[src/rtl/usart_rx_deser.sv]
// ---------------------------------------------------------------------------
// usart_rx_deser
//   UART receive deserializer. The asynchronous rx pin is synchronised,
//   oversampled and decoded as 8N1 frames (8E1/8O1 when the parity option is
//   built in). The received byte and its status are held for the USART RIB
//   register block, which polls vld/err/ovr and pulses i_rx_ack on a read.
//
//   Build option: define USART_RX_PARITY_EN to add a parity bit after the
//   eight data bits (sense selected by PARITY_ODD). Undefined: plain 8N1.
//
// Handshake: o_rx_vld / o_rx_err are levels that stay up until the consumer
//   pulses i_rx_ack for one clock; a frame completing while either is still
//   up sets the sticky o_rx_ovr and overwrites data and flags.
//
// Ports
//   i_clk        system clock
//   i_rst        synchronous reset, active-high
//   i_rx         serial line, asynchronous, idle high
//   i_rx_ack     1-clk pulse, consumer took the byte (clears vld/err/ovr)
//   o_rx_data    last received byte (LSB first on the line)
//   o_rx_vld     good frame held in o_rx_data
//   o_rx_err     last frame bad (framing, or parity when enabled)
//   o_rx_ovr     sticky overrun
//   o_rx_busy    receiver FSM not idle
//   o_dbg_state  current FSM state encoding, for observation
// ---------------------------------------------------------------------------
module usart_rx_deser #(
    parameter int CLK_FREQ   = 50_000_000,
    parameter int BAUD       = 115200,
    parameter int OVERSAMPLE = 16,
    parameter int PARITY_ODD = 0
) (
    input  logic       i_clk,
    input  logic       i_rst,
    input  logic       i_rx,
    input  logic       i_rx_ack,
    output logic [7:0] o_rx_data,
    output logic       o_rx_vld,
    output logic       o_rx_err,
    output logic       o_rx_ovr,
    output logic       o_rx_busy,
    output logic [2:0] o_dbg_state
);

    localparam int DIV = CLK_FREQ / (BAUD * OVERSAMPLE);
    localparam int PW  = (DIV > 1) ? $clog2(DIV) : 1;
    localparam int TW  = $clog2(OVERSAMPLE);

    // Tick counter value during the tick on which each sample is taken.
    // The tick with counter value n is the (n+1)-th tick of the bit, so the
    // decision tick below is tick OVERSAMPLE/2 of the bit.
    localparam logic [TW-1:0] T_S0  = TW'(OVERSAMPLE / 2 - 3);
    localparam logic [TW-1:0] T_S1  = TW'(OVERSAMPLE / 2 - 2);
    localparam logic [TW-1:0] T_DEC = TW'(OVERSAMPLE / 2 - 1);
    localparam logic [TW-1:0] T_MAX = TW'(OVERSAMPLE - 1);

    typedef enum logic [2:0] {
        S_IDLE   = 3'd0,
        S_START  = 3'd1,
        S_DATA   = 3'd2,
        S_PARITY = 3'd3,
        S_STOP   = 3'd4,
        S_WAITHI = 3'd5
    } state_t;

    state_t        state_q;
    logic          rx_s1_q;
    logic          rxs_q;
    logic          rxs_dly_q;
    logic [PW-1:0] presc_q;
    logic [TW-1:0] tick_cnt_q;
    logic [2:0]    bit_cnt_q;
    logic [7:0]    shift_q;
    logic [1:0]    samp_q;
    logic          par_bad_q;
    logic [7:0]    data_q;
    logic          vld_q;
    logic          err_q;
    logic          ovr_q;

    logic tick;
    logic decide;
    logic maj;
    logic fall;
    logic par_exp;
    logic frame_done;
    logic frame_good;

    assign tick       = (presc_q == PW'(DIV - 1));
    assign decide     = tick && (tick_cnt_q == T_DEC);
    // Majority of the two stored samples and the live synced line.
    assign maj        = (samp_q[0] & samp_q[1]) | (samp_q[0] & rxs_q) | (samp_q[1] & rxs_q);
    assign fall       = rxs_dly_q & ~rxs_q;
    assign par_exp    = (^shift_q) ^ 1'(PARITY_ODD);
    assign frame_done = (state_q == S_STOP) && decide;
    assign frame_good = maj && !par_bad_q;

    always_ff @(posedge i_clk) begin
        if (i_rst) begin
            state_q    <= S_IDLE;
            rx_s1_q    <= 1'b1;
            rxs_q      <= 1'b1;
            rxs_dly_q  <= 1'b1;
            presc_q    <= '0;
            tick_cnt_q <= '0;
            bit_cnt_q  <= '0;
            shift_q    <= '0;
            samp_q     <= '0;
            par_bad_q  <= 1'b0;
            data_q     <= '0;
            vld_q      <= 1'b0;
            err_q      <= 1'b0;
            ovr_q      <= 1'b0;
        end else begin
            rx_s1_q   <= i_rx;
            rxs_q     <= rx_s1_q;
            rxs_dly_q <= rxs_q;

            // Counters are held at zero while idle, so bit timing starts
            // from the cycle after the falling edge was detected.
            if (state_q == S_IDLE) begin
                presc_q    <= '0;
                tick_cnt_q <= '0;
            end else if (tick) begin
                presc_q    <= '0;
                tick_cnt_q <= (tick_cnt_q == T_MAX) ? '0 : tick_cnt_q + 1'b1;
                if (tick_cnt_q == T_S0) samp_q[0] <= rxs_q;
                if (tick_cnt_q == T_S1) samp_q[1] <= rxs_q;
            end else begin
                presc_q <= presc_q + 1'b1;
            end

            case (state_q)
                S_IDLE: begin
                    if (fall) state_q <= S_START;
                end
                S_START: begin
                    if (decide) begin
                        if (maj) begin
                            state_q <= S_IDLE;      // glitch, not a start bit
                        end else begin
                            state_q   <= S_DATA;
                            bit_cnt_q <= '0;
                            par_bad_q <= 1'b0;
                        end
                    end
                end
                S_DATA: begin
                    if (decide) begin
                        shift_q   <= {maj, shift_q[7:1]};
                        bit_cnt_q <= bit_cnt_q + 1'b1;
                        if (bit_cnt_q == 3'd7) begin
`ifdef USART_RX_PARITY_EN
                            state_q <= S_PARITY;
`else
                            state_q <= S_STOP;
`endif
                        end
                    end
                end
                S_PARITY: begin
                    if (decide) begin
                        par_bad_q <= (maj != par_exp);
                        state_q   <= S_STOP;
                    end
                end
                S_STOP: begin
                    // Leave at mid stop bit so the next start edge is caught
                    // even if the transmitter runs slightly fast.
                    if (decide) state_q <= maj ? S_IDLE : S_WAITHI;
                end
                S_WAITHI: begin
                    if (rxs_q) state_q <= S_IDLE;
                end
                default: state_q <= S_IDLE;
            endcase

            // A completing frame wins over a simultaneous ack; the ack then
            // only suppresses the overrun since the old byte was consumed.
            if (frame_done) begin
                data_q <= shift_q;
                vld_q  <= frame_good;
                err_q  <= !frame_good;
                ovr_q  <= i_rx_ack ? 1'b0 : (ovr_q | vld_q | err_q);
            end else if (i_rx_ack) begin
                vld_q <= 1'b0;
                err_q <= 1'b0;
                ovr_q <= 1'b0;
            end
        end
    end

    assign o_rx_data   = data_q;
    assign o_rx_vld    = vld_q;
    assign o_rx_err    = err_q;
    assign o_rx_ovr    = ovr_q;
    assign o_rx_busy   = (state_q != S_IDLE);
    assign o_dbg_state = state_q;

endmodule

[config.mk]
export PLATFORM = sky130hd
export DESIGN_NAME = usart_rx_deser
export DESIGN_NICKNAME = d
export VERILOG_FILES = /design/src/rtl/usart_rx_deser.sv
export SDC_FILE = /design/constraint.sdc
export NUM_CORES = 1
export LEC_CHECK = 0
export BUFFER_PORTS_ARGS = -buffer_cell sky130_fd_sc_hd__buf_2
export CAP_MARGIN = 15
export CORE_MARGIN = 4
export CORE_UTILIZATION = 65
export CTS_BUF_LIST = sky130_fd_sc_hd__clkbuf_8
export DETAILED_ROUTE_END_ITERATION = 10
export PLACE_DENSITY_LB_ADDON = 0.2
export SYNTH_ARGS = -nofsm -noshare
export SYNTH_HDL_FRONTEND = slang
export SYNTH_SLANG_ARGS = --single-unit
[constraint.sdc]
create_clock -name i_clk -period 2.9 [get_ports i_clk]
set_clock_uncertainty 0.05 [all_clocks]
set_input_delay 0 -clock i_clk [delete_from_list [all_inputs] [get_ports i_clk]]
set_output_delay 0 -clock i_clk [all_outputs]
set_load 0.01 [all_outputs]
[Yosys cells after proc, flatten, opt, wreduce, memory -nomap -nowiden]
Cells that the tools add are included.
Cells by class
  add/sub/neg operators: 3
  equality and inequality tests: 20
  multiplexer cells: 24
  bitwise logic cells: 10
  reductions and logical operators: 19
Operators by type and width (number)
  $mux 3: 11
  $pmux 3 s6: 1
  $ne 2x2->1 const B: 8
  $eq 4x3->1 const B: 3
  $eq 3x3->1 const B: 3
  $mux 1: 8
  $reduce_and 4->1: 2
  $reduce_xor 8->1: 1
  $reduce_and 7->1: 1
  $eq 3x2->1 const B: 2
  $pmux 3 s2: 1
  $reduce_and 3->1: 2
  $reduce_bool 2->1: 3
  $add 5x1->5 const B: 1
  $eq 5x5->1 const B: 1
  $add 4x1->4 const B: 1
  $and 1x1->1: 4
  $eq 4x4->1 const B: 1
  $mux 4: 1
  $or 1x1->1: 4
  $add 3x1->3 const B: 1
  $eq 3x1->1 const B: 1
  $logic_and 1x1->1: 3
  $logic_not 3->1: 1
  9 further kinds: 11
Word-level totals
  flip-flop bits (word level): 40
  input port bits: 4
  output and inout bits: 15
  word-level logic and storage cells: 91

[Longest topological paths before layout]
Gate-level depths: netlist of the first run.
  word-level depth: 6
  depth in mapped cells: 8
  depth with buffers taken out: 6

[Worst setup path after synthesis of the first run]
Ideal clock, no wire load.
  path type: reg-to-reg
  from: register presc_q[0]
  to: register err_q, in the netlist o_rx_err
  library setup time: 0.070 ns
  data arrival time: 1.515 ns
  required time: 2.780 ns
  path slack: 1.265 ns
  stages on the path, launching flop included: 8
  buffers on the path: 1
  period minus slack after synthesis: 1.635 ns
  cell sequence: dfxtp_1 -> inv_1 -> ha_1 -> and4b_1 -> buf_6 -> and4_4 -> or3b_1 -> a21oi_1
On the way
  cells in the longest elaborated chain, start to end: 4
  elaborated cells between the ends (all ways): 5
Ends and longest elaborated chain
  start, declared: line 70  | logic [PW-1:0] presc_q;
  start signal, assigned: line 130  | presc_q <= presc_q + 1'b1;
  $eq 5x5->1 (*): line 89  | assign tick = (presc_q == PW'(DIV - 1));
  $logic_and 1x1->1 (*): line 90  | assign decide = tick && (tick_cnt_q == T_DEC);
  $logic_and 1x1->1 (*): line 95  | assign frame_done = (state_q == S_STOP) && decide;
  $mux 1 / $reduce_bool 2->1 (equally long branches)
  end signal, assigned: line 183  | err_q <= !frame_good;
  end, declared: line 78  | logic err_q;
Mark *: on every way between the ends. The rest lies on a longest branch, timed or not.
A chain may end at the register's enable or synchronous reset.

[Final worst setup path of the first run]
  from: register presc_q[0]
  to: register bit_cnt_q[2]
On the way
  cells in the longest elaborated chain, start to end: 4
  elaborated cells between the ends (all ways): 5
Ends and longest elaborated chain
  $eq 5x5->1 (*): line 89
  $logic_and 1x1->1 (*): line 90
  $ne 2x2->1 (no line)
  $reduce_and 4->1 (no line) (*)
  end signal, assigned: line 151  | bit_cnt_q <= bit_cnt_q + 1'b1;
  end, declared: line 72  | logic [2:0] bit_cnt_q;
Marks and branches as above.

==> run summary, run 1 <==
The number of global-route vias before repair is 1,378, and the number of top-level design ports is 19. Counting instances, the worst hold path has a depth of 2. The total negative setup slack is 0 ps, and the layout overhead on the synthesized area is 10.8%. The tools report the launch point of the worst hold path as i_rst.

The initial antenna violation count is 0, and the total internal power is 0.869 mW. The worst setup path is captured at a flop. The critical path contains buffers and inverters numbering 2 combined.

The die outline area is 3780 um2. In this run the tool buffered the top-level ports with 18 buffer cells. For this design, the slowest cell found on the critical path is and4b_1. The share of synthesized flip-flops with an asynchronous set or reset was 0.

Summed over all nets, wire length on met3 after detailed routing comes to 162 um. For the pin with the worst max-slew slack, the measured transition is 561 ps. The deepest clock path buffer count was 2. The critical path goes through inv_1, ha_1, and4b_1, nand4b_1, buf_4, or2_2, a21oi_1.

The net switching power was 0.298 mW. The flow ran to the end, and the final reports show no timing, DRC or antenna violations. Overall power consumption after layout is estimated at 1.17 mW.

The clock insertion delay at the later pin of the skew report was 290 ps; the TritonCTS sink count was 40. In this run the number of cells on the critical path is 7. The tree is rooted in a clkbuf_8. The static leakage power was 0.854 nW; the worst slew slack as a fraction of its limit was 0.626. Dividing total power by cell area gives a power density of 566 nW/um2. The number of antenna diodes in the final layout is 0.

The portion of total power attributed to the clock network was 0.380. The critical path starts at presc_q[0]$_SDFF_PP0_. Dividing the detail-routed wire length by the instance count gives 13.8 um. For this run, design rule violations remaining after detail routing come to 0.

At the worst endpoint, the arrival time is 2140 ps. The run gives 0 as the warning count from the yosys run. The overall die width came out at 61.5 um. The average instance in the mapped netlist occupies 9.44 um2. The run gives 0.206 as the total global routing track utilization.

The total number of nets in the final design is 225, and the part of the Yosys area used for sequential elements is 0.431. The fill cell instance count of the final layout came out at 205. The detailed-route wire length on metal 1 was 1.53 mm.

Max-slew violation total from the final report: 0. The highest attainable clock frequency is 505 MHz. For this block, the routed nets add up to 3.41 mm of wire. The core occupancy in the finished layout is 0.754.

The clock-pin slew of the registers on the worst-case setup and hold paths was 80 ps. The share of the clock period used by the worst path came out at 0.683. In this run the cell area of the synthesized design comes to 1860 um2. The worst register-to-register path has a depth of 7.

The run gives 0 as the total congestion overflow after global routing. The number of register bits inferred by synthesis was 40. The number of vias per cell after detailed routing was 5.70; the setup violation total in the final timing report was 0. Among cell families on the critical path, the largest total delay comes from simple AND/OR/NAND/NOR gates. TritonCTS built the clock tree. For this run, the slowest stage of the critical path takes 490 ps. The die extent in y was 61.5 um; the area inside the core boundary was 2730 um2.

Of all nets on the critical path, the largest fanout is 15. The worst register-to-register path begins at presc_q[0]$_SDFF_PP0_. The starting utilization of the core area was 0.680. The highest metal layer carrying signal wires in the routed design is met4. The detailed router finished its first iteration with 46 violations. The sequential share of power was 0.501; the routability-driven placement congestion ratio was 0.828. The combinational share of power was 0.119; the required arrival time at the worst endpoint was 3060 ps. Setup repair after global routing left no endpoint under its margin. The tools report the total nets after synthesis as 208. The number of enable-type register cells in the synthesized netlist is 0, and the number of buffers created by CTS is 5.

The net switching fraction of the power is 0.255, and the wire length on met2 is 1.65 mm. For the number of cell rows, the log shows 19. The run gives 0.660 mV as the peak supply drop. In this run the worst hold path is classified as input pin to flop. Number of antenna-violating nets in the routed design: 0.

Yosys mapped the design onto 43 distinct sky130hd cell types. Across the run, the number of max-cap violations was 0. The wire-length estimate of the detail-placed layout is 2.36 mm. Counting every instance in the synthesized netlist gives 197. The length of the first detailed-routing pass in iterations was 5; the minimum clock period after layout was 1980 ps. The final route contains 1,401 vias. Fraction of layout cells with a size suffix above 1: 0.163.

The critical path is of the flop to flop type. Count of final hold-check violations: 0. Entering global routing, the biggest net connects 35 pins. The H-tree was split into 2 levels. The commonest register cell after synthesis was dfxtp_1. STA classifies the critical path startpoint as a flop. The tools report the first-pass GRT wire length as 5.80 mm. After clock tree synthesis, the repair step resized 0 gates.
-- worst reg2reg max path: cells and delay by family, from the launching register on --
family | cells | cell delay, ps
compound gates | 1 | 170
fa+ha+maj | 1 | 140
buf+inv | 2 | 280
flops | 1 | 340
simple gates | 3 | 930
-- synthesized netlist by cell type, types with 3 or more instances --
cell type | n | share of area
dfxtp_1 | 40 | 0.43
nor2_1 | 27 | 0.055
mux2i_1 | 16 | 0.086
a21oi_1 | 12 | 0.032
inv_1 | 10 | 0.020
ha_1 | 7 | 0.047
nand3_1 | 7 | 0.019
o21ai_0 | 7 | 0.019
xnor2_1 | 7 | 0.033
clkbuf_1 | 5 | 0.010
or2_2 | 5 | 0.017
nand2_1 | 4 | 0.0081
nor3_1 | 4 | 0.011
a31oi_1 | 3 | 0.010
and4b_1 | 3 | 0.016
nand2b_1 | 3 | 0.010
or3b_1 | 3 | 0.014
xor2_1 | 3 | 0.014
-- power by group through the flow --
| stage | clock network (mW) | logic (mW) | registers, mW |
|---|---|---|---|
| 6_report | 0.443 | 0.139 | 0.585 |
| 5_1_grt | 0.475 | 0.157 | 0.588 |
| 3_3_place_gp | 0 | 0.129 | 0.596 |
| 3_5_place_dp | 0 | 0.133 | 0.597 |
| 4_1_cts | 0.452 | 0.139 | 0.585 |
| 2_1_floorplan | 0 | 0.111 | 0.585 |
-- flip-flops by register name, indices dropped and copies added, names as in the netlist, 2 cells and up --
| signal | count |
|---|---|
| o_rx_data | 8 |
| shift_q | 8 |
| presc_q | 5 |
| tick_cnt_q | 4 |
| bit_cnt_q | 3 |
| o_dbg_state | 3 |
| samp_q | 2 |
-- stage by stage --
stage	cell area (um2)	setup WS (ps)	std cells	hold slack, ps
CTS	2060	906	246	132
global route	2060	766	246	184
floorplan	1860	1270	197	29.3
detailed placement	1930	965	236	136
global placement	1930	1070	236	133
finish	2060	920	246	133
-- per-layer routing --
metal	vias to the layer above	global-route usage
li1	710	-
met1	653	0.246
met2	31	0.335
met3	7	0.0545
met4	0	0.115
met5	-	0
-- area by class of cell --
class | instances | area (um2) | area share
Multi-Input combinational cell | 136 | 955 | 0.463
Tap cell | 31 | 38.8 | 0.0188
Timing Repair Buffer | 21 | 118 | 0.0571
Inverter | 10 | 37.5 | 0.0182
Clock buffer | 5 | 68.8 | 0.0334
Clock inverter | 3 | 42.5 | 0.0206
Sequential cell | 40 | 801 | 0.389
-- logic make-up (layout without fill, tap and decap cells) --
logic type,after synthesis,count (layout),synth area share
AOI/OAI and AO/OA,32,32,0.110
buffers and inverters,21,39,0.0559
and+or+nand+nor,69,69,0.206
muxes,16,16,0.0861
adders and majority gates,8,8,0.0525
xor gates and xnor gates,11,11,0.0592
DFF,40,40,0.431
-- final timing paths --
| path | end | slack (ps) |
|---|---|---|
| max | bit_cnt_q[2]$_SDFFE_PP0P_ | 920 |
| min | shift_q[4]$_SDFFE_PP0P_ | 130 |
| max reg2reg | bit_cnt_q[2]$_SDFFE_PP0P_ | 920 |
| min reg2reg | rxs_q$_SDFF_PP1_ | 370 |
-- timing repair --
action / CTS / global route
hold endpoints to repair: 4 / 0
hold buffers: 2 / 0
setup buffers: 0 / 0
-- cells in the final DEF, fill, tap and decap left out, types with 4 or more instances in the layout --
master    netlist  layout
inv_1          10      10
ha_1            7       7
dfxtp_1        40      40
o21ai_0         7       7
nand3_1         7       7
a21oi_1        12      12
mux2i_1        16      16
clkbuf_8        0       5
nor2_1         27      27
buf_2           2      18
nand2_1         4       4
or2_2           5       5
nor3_1          4       4
xnor2_1         7       7
(Power assumes the default switching activity.)
==> run 2: changes to the inputs <==
--- a/config.mk
+++ b/config.mk
@@ -5,10 +5,11 @@
 export SDC_FILE = /design/constraint.sdc
 export NUM_CORES = 1
 export LEC_CHECK = 0
+export ABC_AREA = 1
 export BUFFER_PORTS_ARGS = -buffer_cell sky130_fd_sc_hd__buf_2
 export CAP_MARGIN = 15
 export CORE_MARGIN = 4
-export CORE_UTILIZATION = 65
+export CORE_UTILIZATION = 60
 export CTS_BUF_LIST = sky130_fd_sc_hd__clkbuf_8
 export DETAILED_ROUTE_END_ITERATION = 10
 export PLACE_DENSITY_LB_ADDON = 0.2
==> constraint.sdc (replaced) <==
create_clock -name i_clk -period 2.1 [get_ports i_clk]
set_clock_uncertainty 0.05 [all_clocks]
set_input_delay 0 -clock i_clk [delete_from_list [all_inputs] [get_ports i_clk]]
set_output_delay 0 -clock i_clk [all_outputs]
set_load 0.01 [all_outputs]
==> run 2 against run 1 <==
Against the previous run:
- final cell count grew 28%
- highest routed layer unchanged
- hold slack lost 120 ps
- synthesized cell count grew 25%
==> run summary, run 2 <==
Summing every instance area after synthesis gives 1880 um2. The worst setup path is of the flop to flop kind. In the layout the commonest cells are 59 x nand2_1, 40 x dfxtp_1, 33 x inv_1. The share of synthesized flip-flops with an asynchronous set or reset works out to 0. The fraction of layout cells with a size suffix above 1 is 0.162. In this run the worst path has a maximum fanout of 17. The startpoint identified for the worst register-to-register timing path is presc_q[0]$_SDFF_PP0_. After synthesis, the netlist uses 24 different library cells. The max-slew violation total from the final report is 0, and the core occupancy in the finished layout is 0.694. STA puts the critical path data required time at 2270 ps.

The startpoint identified for the worst hold timing path is i_rst. Entering global routing, the biggest net connects 20 pins. Pin placement for this block handled 19 I/O pins.

The TritonCTS sink count came out at 40. Summed over all cells, the static leakage comes to 1.00 nW. The floorplan step defined a die boundary enclosing 4090 um2. From synthesis to final layout, the design area changed by 11.8%. Setup violations remaining at the end of the flow were counted as 0. In the routed design, unresolved DRC markers number 0.

The logs give 1,519 for the number of vias after detailed routing and 0 for the total congestion overflow after global routing. The part of the Yosys area used for sequential elements came out at 0.426. Subtracting the final worst setup slack from the clock period gives 1610 ps. After routing, the total negative slack on setup checks comes to 0 ps. Number of global-route vias before repair: 1,289. The flow ran to the end, and the final reports show no timing, DRC or antenna violations. The logs give 5 for the number of buffers created by CTS and 0 for the warning count from the yosys run.

Sink of the worst hold path: o_rx_data[6]$_SDFFE_PP0P_. The total global routing track utilization was 0.167. Yosys instantiated no cell more often than nand2_1. The tools report the number of antenna-violating nets in the routed design as 0.

The post-CTS setup-driven buffer insertion count is 0. Starting utilization of the core area: 0.621. Count of port buffers added during placement: 18.

The worst-case IR drop observed on VDD is 0.520 mV. The tools report the deepest level of the CTS H-tree as 2. For the number of design-rule violations left by the first detailed-router iteration, the log shows 55. The tools report the deepest clock path buffer count as 2.

Dividing the detail-routed wire length by the instance count gives 9.71 um. The clock insertion delay at the later pin of the skew report is 280 ps, and the number of enable-type register cells in the synthesized netlist is 0. For this run, the detailed router's first-pass iteration total came to 4. TritonCTS built the clock tree. The highest attainable clock frequency was 622 MHz.

Counting instances, the worst hold path has a depth of 2. Data arrives at the worst endpoint at 1780 ps. The synthesized design spends more area on one cell type than any other, namely dfxtp_1. The share of the clock period used by the worst path works out to 0.766.

The total number of nets in the final design is 281. In the synthesized netlist, the number of instances is 247. In this run the clock root is driven by a clkbuf_8.

Routability-driven placement finished with a final weighted congestion of 0.802. Setup repair after global routing left no endpoint under its margin. The worst setup path is captured at a flop.

When the netlist entered floorplanning its net count stood at 258. The final HPWL from detailed placement was 2.22 mm. The initial antenna violation count was 0; the area inside the core boundary was 3030 um2. The library cell used most frequently in the layout, excluding fill and tap cells, is nand2_1. Counting cells, the worst reg-to-reg path comes to 8. The run gives 490 ps as the register-to-register path setup slack. In the synthesized netlist the dominant register cell turns out to be dfxtp_1. The first global-routing pass estimated 5.49 mm of wire.

Across the run, the number of max-cap violations was 0. Number of cell rows: 20. The terminus of the critical flop-to-flop path is bit_cnt_q[0]$_SDFFE_PP0P_. After synthesis, the mean cell area works out to 7.61 um2.

The floorplan step set the die height to 64.0 um. The worst setup path is launched from a flop. The worst slew slack as a fraction of its limit is 0.667. For this design the ratio of total power to cell area is 654 nW/um2. Sorting the synthesized cells by area gives the leading types as dfxtp_1 43%, nand2_1 12%, a21oi_1 7.7%.

The tightest hold path in the finished design has a slack of 11.1 ps. The number of vias per cell after detailed routing is 4.82. Type of the tightest min-delay check: input pin to flop. The overall die width is 64.0 um. The commonest cells after synthesis are 59 x nand2_1, 40 x dfxtp_1, 31 x inv_1.

Counting flops and latches in the post-synthesis netlist gives 40. 0 antenna diodes ended up in the layout. The tools report the post-detailed-routing wire length as 3.06 mm. After clock tree synthesis, the clock-pin slew on the worst setup and hold paths is 70 ps. At the pin with the least slew margin, the transition time is 498 ps. The count of final hold-check violations was 0. The share of the synthesized area in the top cell type works out to 0.426.
[run 2: changes by cell type after synthesis, moves of 7 or more]
cell / before / now
a21oi_1: 12 / 29
inv_1: 10 / 31
mux2i_1: 16 / 0
nand2_1: 4 / 59
nand3_1: 7 / 17
nor2_1: 27 / 15
o21ai_0: 7 / 19
xnor2_1: 7 / 0
[run 2: worst max path at each step]
| stage | from | end | slack (ps) | cells past startpoint |
|---|---|---|---|---|
| 2_1_floorplan | presc_q[0]$_SDFF_PP0_ | bit_cnt_q[1]$_SDFFE_PP0P_ | 690 | 8 |
| 3_3_place_gp | presc_q[0]$_SDFF_PP0_ | o_rx_vld$_SDFFE_PP0P_ | 580 | 9 |
| 3_5_place_dp | presc_q[0]$_SDFF_PP0_ | shift_q[7]$_SDFFE_PP0P_ | 520 | 8 |
| 4_1_cts | presc_q[0]$_SDFF_PP0_ | shift_q[7]$_SDFFE_PP0P_ | 490 | 8 |
| 5_1_grt | presc_q[0]$_SDFF_PP0_ | bit_cnt_q[0]$_SDFFE_PP0P_ | 330 | 8 |
| 6_report | presc_q[0]$_SDFF_PP0_ | bit_cnt_q[0]$_SDFFE_PP0P_ | 490 | 8 |
[run 2: area by class of cell]
cell class	instances	area, um2
Clock inverter	2	7.51
Inverter	33	129
Fill cell	265	927
Sequential cell	40	801
Clock buffer	6	82.6
Tap cell	44	55.1
Timing Repair Buffer	20	110
Multi-Input combinational cell	170	916
[run 2: metal layers]
metal	routed length, um	track usage	vias up
li1	-	-	842
met1	1660	0.232	653
met2	1250	0.239	20
met3	117	0.0527	4
met4	33	0.0647	0
met5	0	0	-
[run 2: stage by stage]
step / instances / setup WS, ps / power, mW / cell area, um2
after floorplan: 247 / 692 / 0.865 / 1880
after global placement: 305 / 580 / 0.892 / 1990
after detailed placement: 305 / 521 / 0.892 / 1990
after CTS: 315 / 487 / 1.39 / 2100
after global routing: 315 / 331 / 1.45 / 2100
final: 315 / 492 / 1.37 / 2100
[run 2: kinds of logic (layout without fill, tap and decap cells)]
group / Yosys count / count (layout) / share of synthesized area
AND/OR/NAND/NOR: 104 / 104 / 0.262
AO/OA/AOI/OAI: 55 / 55 / 0.160
adder cells (fa/ha/maj): 7 / 7 / 0.0466
buffers and inverters: 37 / 61 / 0.0865
XOR/XNOR: 4 / 4 / 0.0186
flip-flops: 40 / 40 / 0.426
[run 2: what timing repair did]
item	CTS	global route
hold endpoints to repair	4	0
gates resized for setup	0	0
hold buffers	2	0
[run 2: report_power, final]
part / switching (mW) / total (mW) / leakage (nW) / internal, mW
Combinational: 0.0656 / 0.100 / 0.626 / 0.0345
Clock: 0.237 / 0.495 / 0.0538 / 0.258
Sequential: 0.0104 / 0.779 / 0.323 / 0.768
[run 2: critical path, stage by stage (launching register included)]
cell and delay [ps]:
dfxtp_1 340, inv_1 70, ha_1 190, nand4_4 170, nor2_8 180, nand2_4 130, inv_1 170, o21ai_0 100
a21oi_1 140
==> run 3: changes to the inputs <==
--- a/config.mk
+++ b/config.mk
@@ -5,7 +5,7 @@
 export SDC_FILE = /design/constraint.sdc
 export NUM_CORES = 1
 export LEC_CHECK = 0
-export ABC_AREA = 1
+export ABC_AREA = 0
 export BUFFER_PORTS_ARGS = -buffer_cell sky130_fd_sc_hd__buf_2
 export CAP_MARGIN = 15
 export CORE_MARGIN = 4
==> constraint.sdc (replaced) <==
create_clock -name i_clk -period 1.59 [get_ports i_clk]
set_clock_uncertainty 0.05 [all_clocks]
set_input_delay 0 -clock i_clk [delete_from_list [all_inputs] [get_ports i_clk]]
set_output_delay 0 -clock i_clk [all_outputs]
set_load 0.01 [all_outputs]
==> run 3 against run 2 <==
Against the previous run:
- the flow now finishes with violations (negative setup slack)
- final area grew 9.0%
- clock-buffer cell count unchanged
- critical path depth stayed put
- hold slack improved by 130 ps
==> run summary, run 3 (synthesized netlist as in run 1, its figures left out) <==
The run finished, with violations left. The final reports fail on negative setup slack. The most prevalent standard cell on the critical path is buf_6.

The DRC violation count after routing was 0; the setup violation total in the final timing report was 14. Input and output buffers added on the ports amount to 18. The overall die width works out to 63.7 um.

The combinational share of power was 0.155. Among all stages on the critical path, the largest delay is contributed by dfxtp_2. Total congestion overflow after global routing: 0. The first global-routing pass estimated 7.00 mm of wire. The run gives 0 as the count of final hold-check violations.

The total number of nets in the final design was 245; the die extent in y was 63.7 um. In the layout the commonest cells are 35 x dfxtp_1, 23 x nor2_1, 18 x buf_2. The sequential share of power came out at 0.510. The run gives 19 as the number of cell rows.

The largest single stage delay on the critical path is 340 ps. The run gives 0.595 as the worst slew slack as a fraction of its limit. Hold path depth: 2. In the final routed layout, each cell accounts on average for 16.2 um.

Setup repair after global routing could not meet its margin everywhere. The fraction of layout cells with a size suffix above 1 is 0.323. The static leakage power came out at 0.968 nW.

The worst setup path is captured at a flop. The tools report the starting utilization of the core area as 0.652. The finished layout holds 266 standard cells, fillers aside. The portion of total power attributed to the clock network came out at 0.336. The total negative setup slack is -340 ps, and the minimum clock period after layout is 1640 ps. The run gives 0.260 as the met1 usage in global routing. The run gives 2850 um2 as the area inside the core boundary. The tree is rooted in a clkbuf_8.

For the net switching power, the log shows 0.602 mW. Entering global routing, the biggest net connects 35 pins. For this run, the top clock speed supported by timing is 611 MHz. The logs give 255 for the placed cell count and -102 ps for the post-place setup slack. For the length of the first detailed-routing pass in iterations, the log shows 4.

The number of buffers and inverters on the critical path is 3. The launch point of the worst hold path was i_rst. The worst setup path is launched from a flop. The die covers 4050 um2. The tools report the final HPWL from detailed placement as 2.67 mm. Number of design-rule violations left by the first detailed-router iteration: 123. Type of the tightest min-delay check: input pin to flop. Clock tree synthesis inserted a total of 5 buffers. The initial antenna violation count is 0.

Traced cell by cell, the critical path runs through inv_2, ha_4, and4b_2, nand4b_1, buf_6, buf_6, mux2i_1, nor2_1. The worst register-to-register path ends at shift_q[2]$_SDFFE_PP0P_. Routability-driven placement finished with a final weighted congestion of 0.761. Largest delay contributor family on the critical path: simple AND/OR/NAND/NOR gates.

The worst hold path terminates at shift_q[6]$_SDFFE_PP0P_. Cell internal power was estimated by the tool at 1.50 mW. Fill cells in the final layout number 188. The most frequent standard cell in the layout excluding fill and tap cells was dfxtp_1.

For the TritonCTS sink count, the log shows 40. The maximum fanout count along the critical path works out to 9. The share of the clock period used by the worst path was 1.03.

After clock tree synthesis, the clock-pin slew on the worst setup and hold paths is 80 ps. 0 antenna diodes ended up in the layout. After detailed routing, the number of vias per cell comes to 5.91. Once detail routing completed, the nets flagged for antenna violations numbered 0.

Power spread over the standard cell area amounts to 918 nW/um2. The run gives 0.220 as the total global routing track utilization. Type of the worst setup path: flop to flop. For the pin with the worst max-slew slack, the measured transition is 607 ps. The worst register-to-register path has a depth of 8. The net switching fraction of the power is 0.287. IR analysis of the VDD net gives a maximum drop of 0.778 mV. The number of global-route vias before repair was 1,602; the worst-case setup margin in the final layout was -45.5 ps. The detailed router placed 1,573 vias in this run. The number of top-level design ports was 19. Global-route layer with the greatest usage: met2.

The reg-to-reg critical path startpoint is presc_q[0]$_SDFF_PP0_. The routed design has 4.32 mm of wire. TritonCTS built the clock tree. In this run the register-to-register setup slack is -50 ps. The clock passes through at most 2 buffers. The tools report the routing usage on met2 as 0.366. The layout overhead on the synthesized area is 23.1%, and the max-slew violation total from the final report is 0.

At the worst endpoint, the arrival time is 1760 ps. At the worst endpoint, the required time is 1710 ps. The run gives 300 ps as the clock insertion delay at the later pin of the skew report. The tools report the fraction of met3 tracks used by global routing as 0.0639.

The deepest level of the CTS H-tree is 2, and the max-cap check violation count is 0.
run 3: cell types whose count changed in the layout (fill, tap and decap cells not counted), sizes merged, moves of 10 or more:
cell and change:
nand2 -60, inv -25, a21oi -21, buf +20, mux2i +16, o21ai -15
nand3 -10, nor2 +10
run 3: how the worst max path moves through the flow:
| stage | startpoint | end | cells after the start |
|---|---|---|---|
| after floorplan | presc_q[0]$_SDFF_PP0_ | o_rx_data[0]$_SDFFE_PP0P_ | 8 |
| after global placement | presc_q[0]$_SDFF_PP0_ | o_rx_vld$_SDFFE_PP0P_ | 6 |
| after detailed placement | presc_q[0]$_SDFF_PP0_ | o_rx_err$_SDFFE_PP0P_ | 6 |
| after CTS | presc_q[0]$_SDFF_PP0_ | o_rx_vld$_SDFFE_PP0P_ | 6 |
| after global routing | presc_q[0]$_SDFF_PP0_ | shift_q[2]$_SDFFE_PP0P_ | 8 |
| final | presc_q[0]$_SDFF_PP0_ | shift_q[2]$_SDFFE_PP0P_ | 8 |
run 3: layer usage:
layer,wire length [um],up-vias
met1,1840,755
met5,0,-
met2,2110,54
met4,121,0
met3,244,15
li1,-,749
run 3: timing repair:
item,in CTS,in global routing
pin swaps,6,5
resized for setup,10,21
hold endpoints to repair,4,0
cloned,1,0
hold buffers,2,0
buffers inserted,0,0
setup endpoints to repair,29,33
run 3: metrics by stage:
step                hold slack (ps)  total power [mW]   util  cell area [um2]
finish                          144              2.10  0.803             2290
global route                    168              2.20  0.803             2290
CTS                             135              2.06  0.778             2220
detailed placement              142              1.36  0.728             2080
global placement                139              1.34  0.728             2080
floorplan                      29.3              1.27      -             1860
run 3: cell type report:
cell class | count | area, um2 | area share
multi-input cells | 137 | 1040 | 0.454
well taps | 31 | 38.8 | 0.0169
inverters | 10 | 37.5 | 0.0164
clock buffers | 6 | 82.6 | 0.0361
clock inverters | 2 | 10.0 | 0.00437
flip-flops and latches | 40 | 807 | 0.352
repair buffers | 40 | 275 | 0.120
run 3: power groups by stage:
| stage | clock network, mW | logic, mW | registers (mW) |
|---|---|---|---|
| 3_3_place_gp | 0 | 0.261 | 1.08 |
| 6_report | 0.705 | 0.325 | 1.07 |
| 3_5_place_dp | 0 | 0.268 | 1.09 |
| 5_1_grt | 0.769 | 0.354 | 1.07 |
| 2_1_floorplan | 0 | 0.202 | 1.07 |
| 4_1_cts | 0.716 | 0.278 | 1.06 |
run 3: worst reg2reg max path, delay by kind of cell, from the launching register on:
family / cells / cell delay (ps)
adders and majority gates: 1 / 140
muxes: 1 / 190
DFF: 1 / 340
buffers and inverters: 3 / 330
and+or+nand+nor: 3 / 460
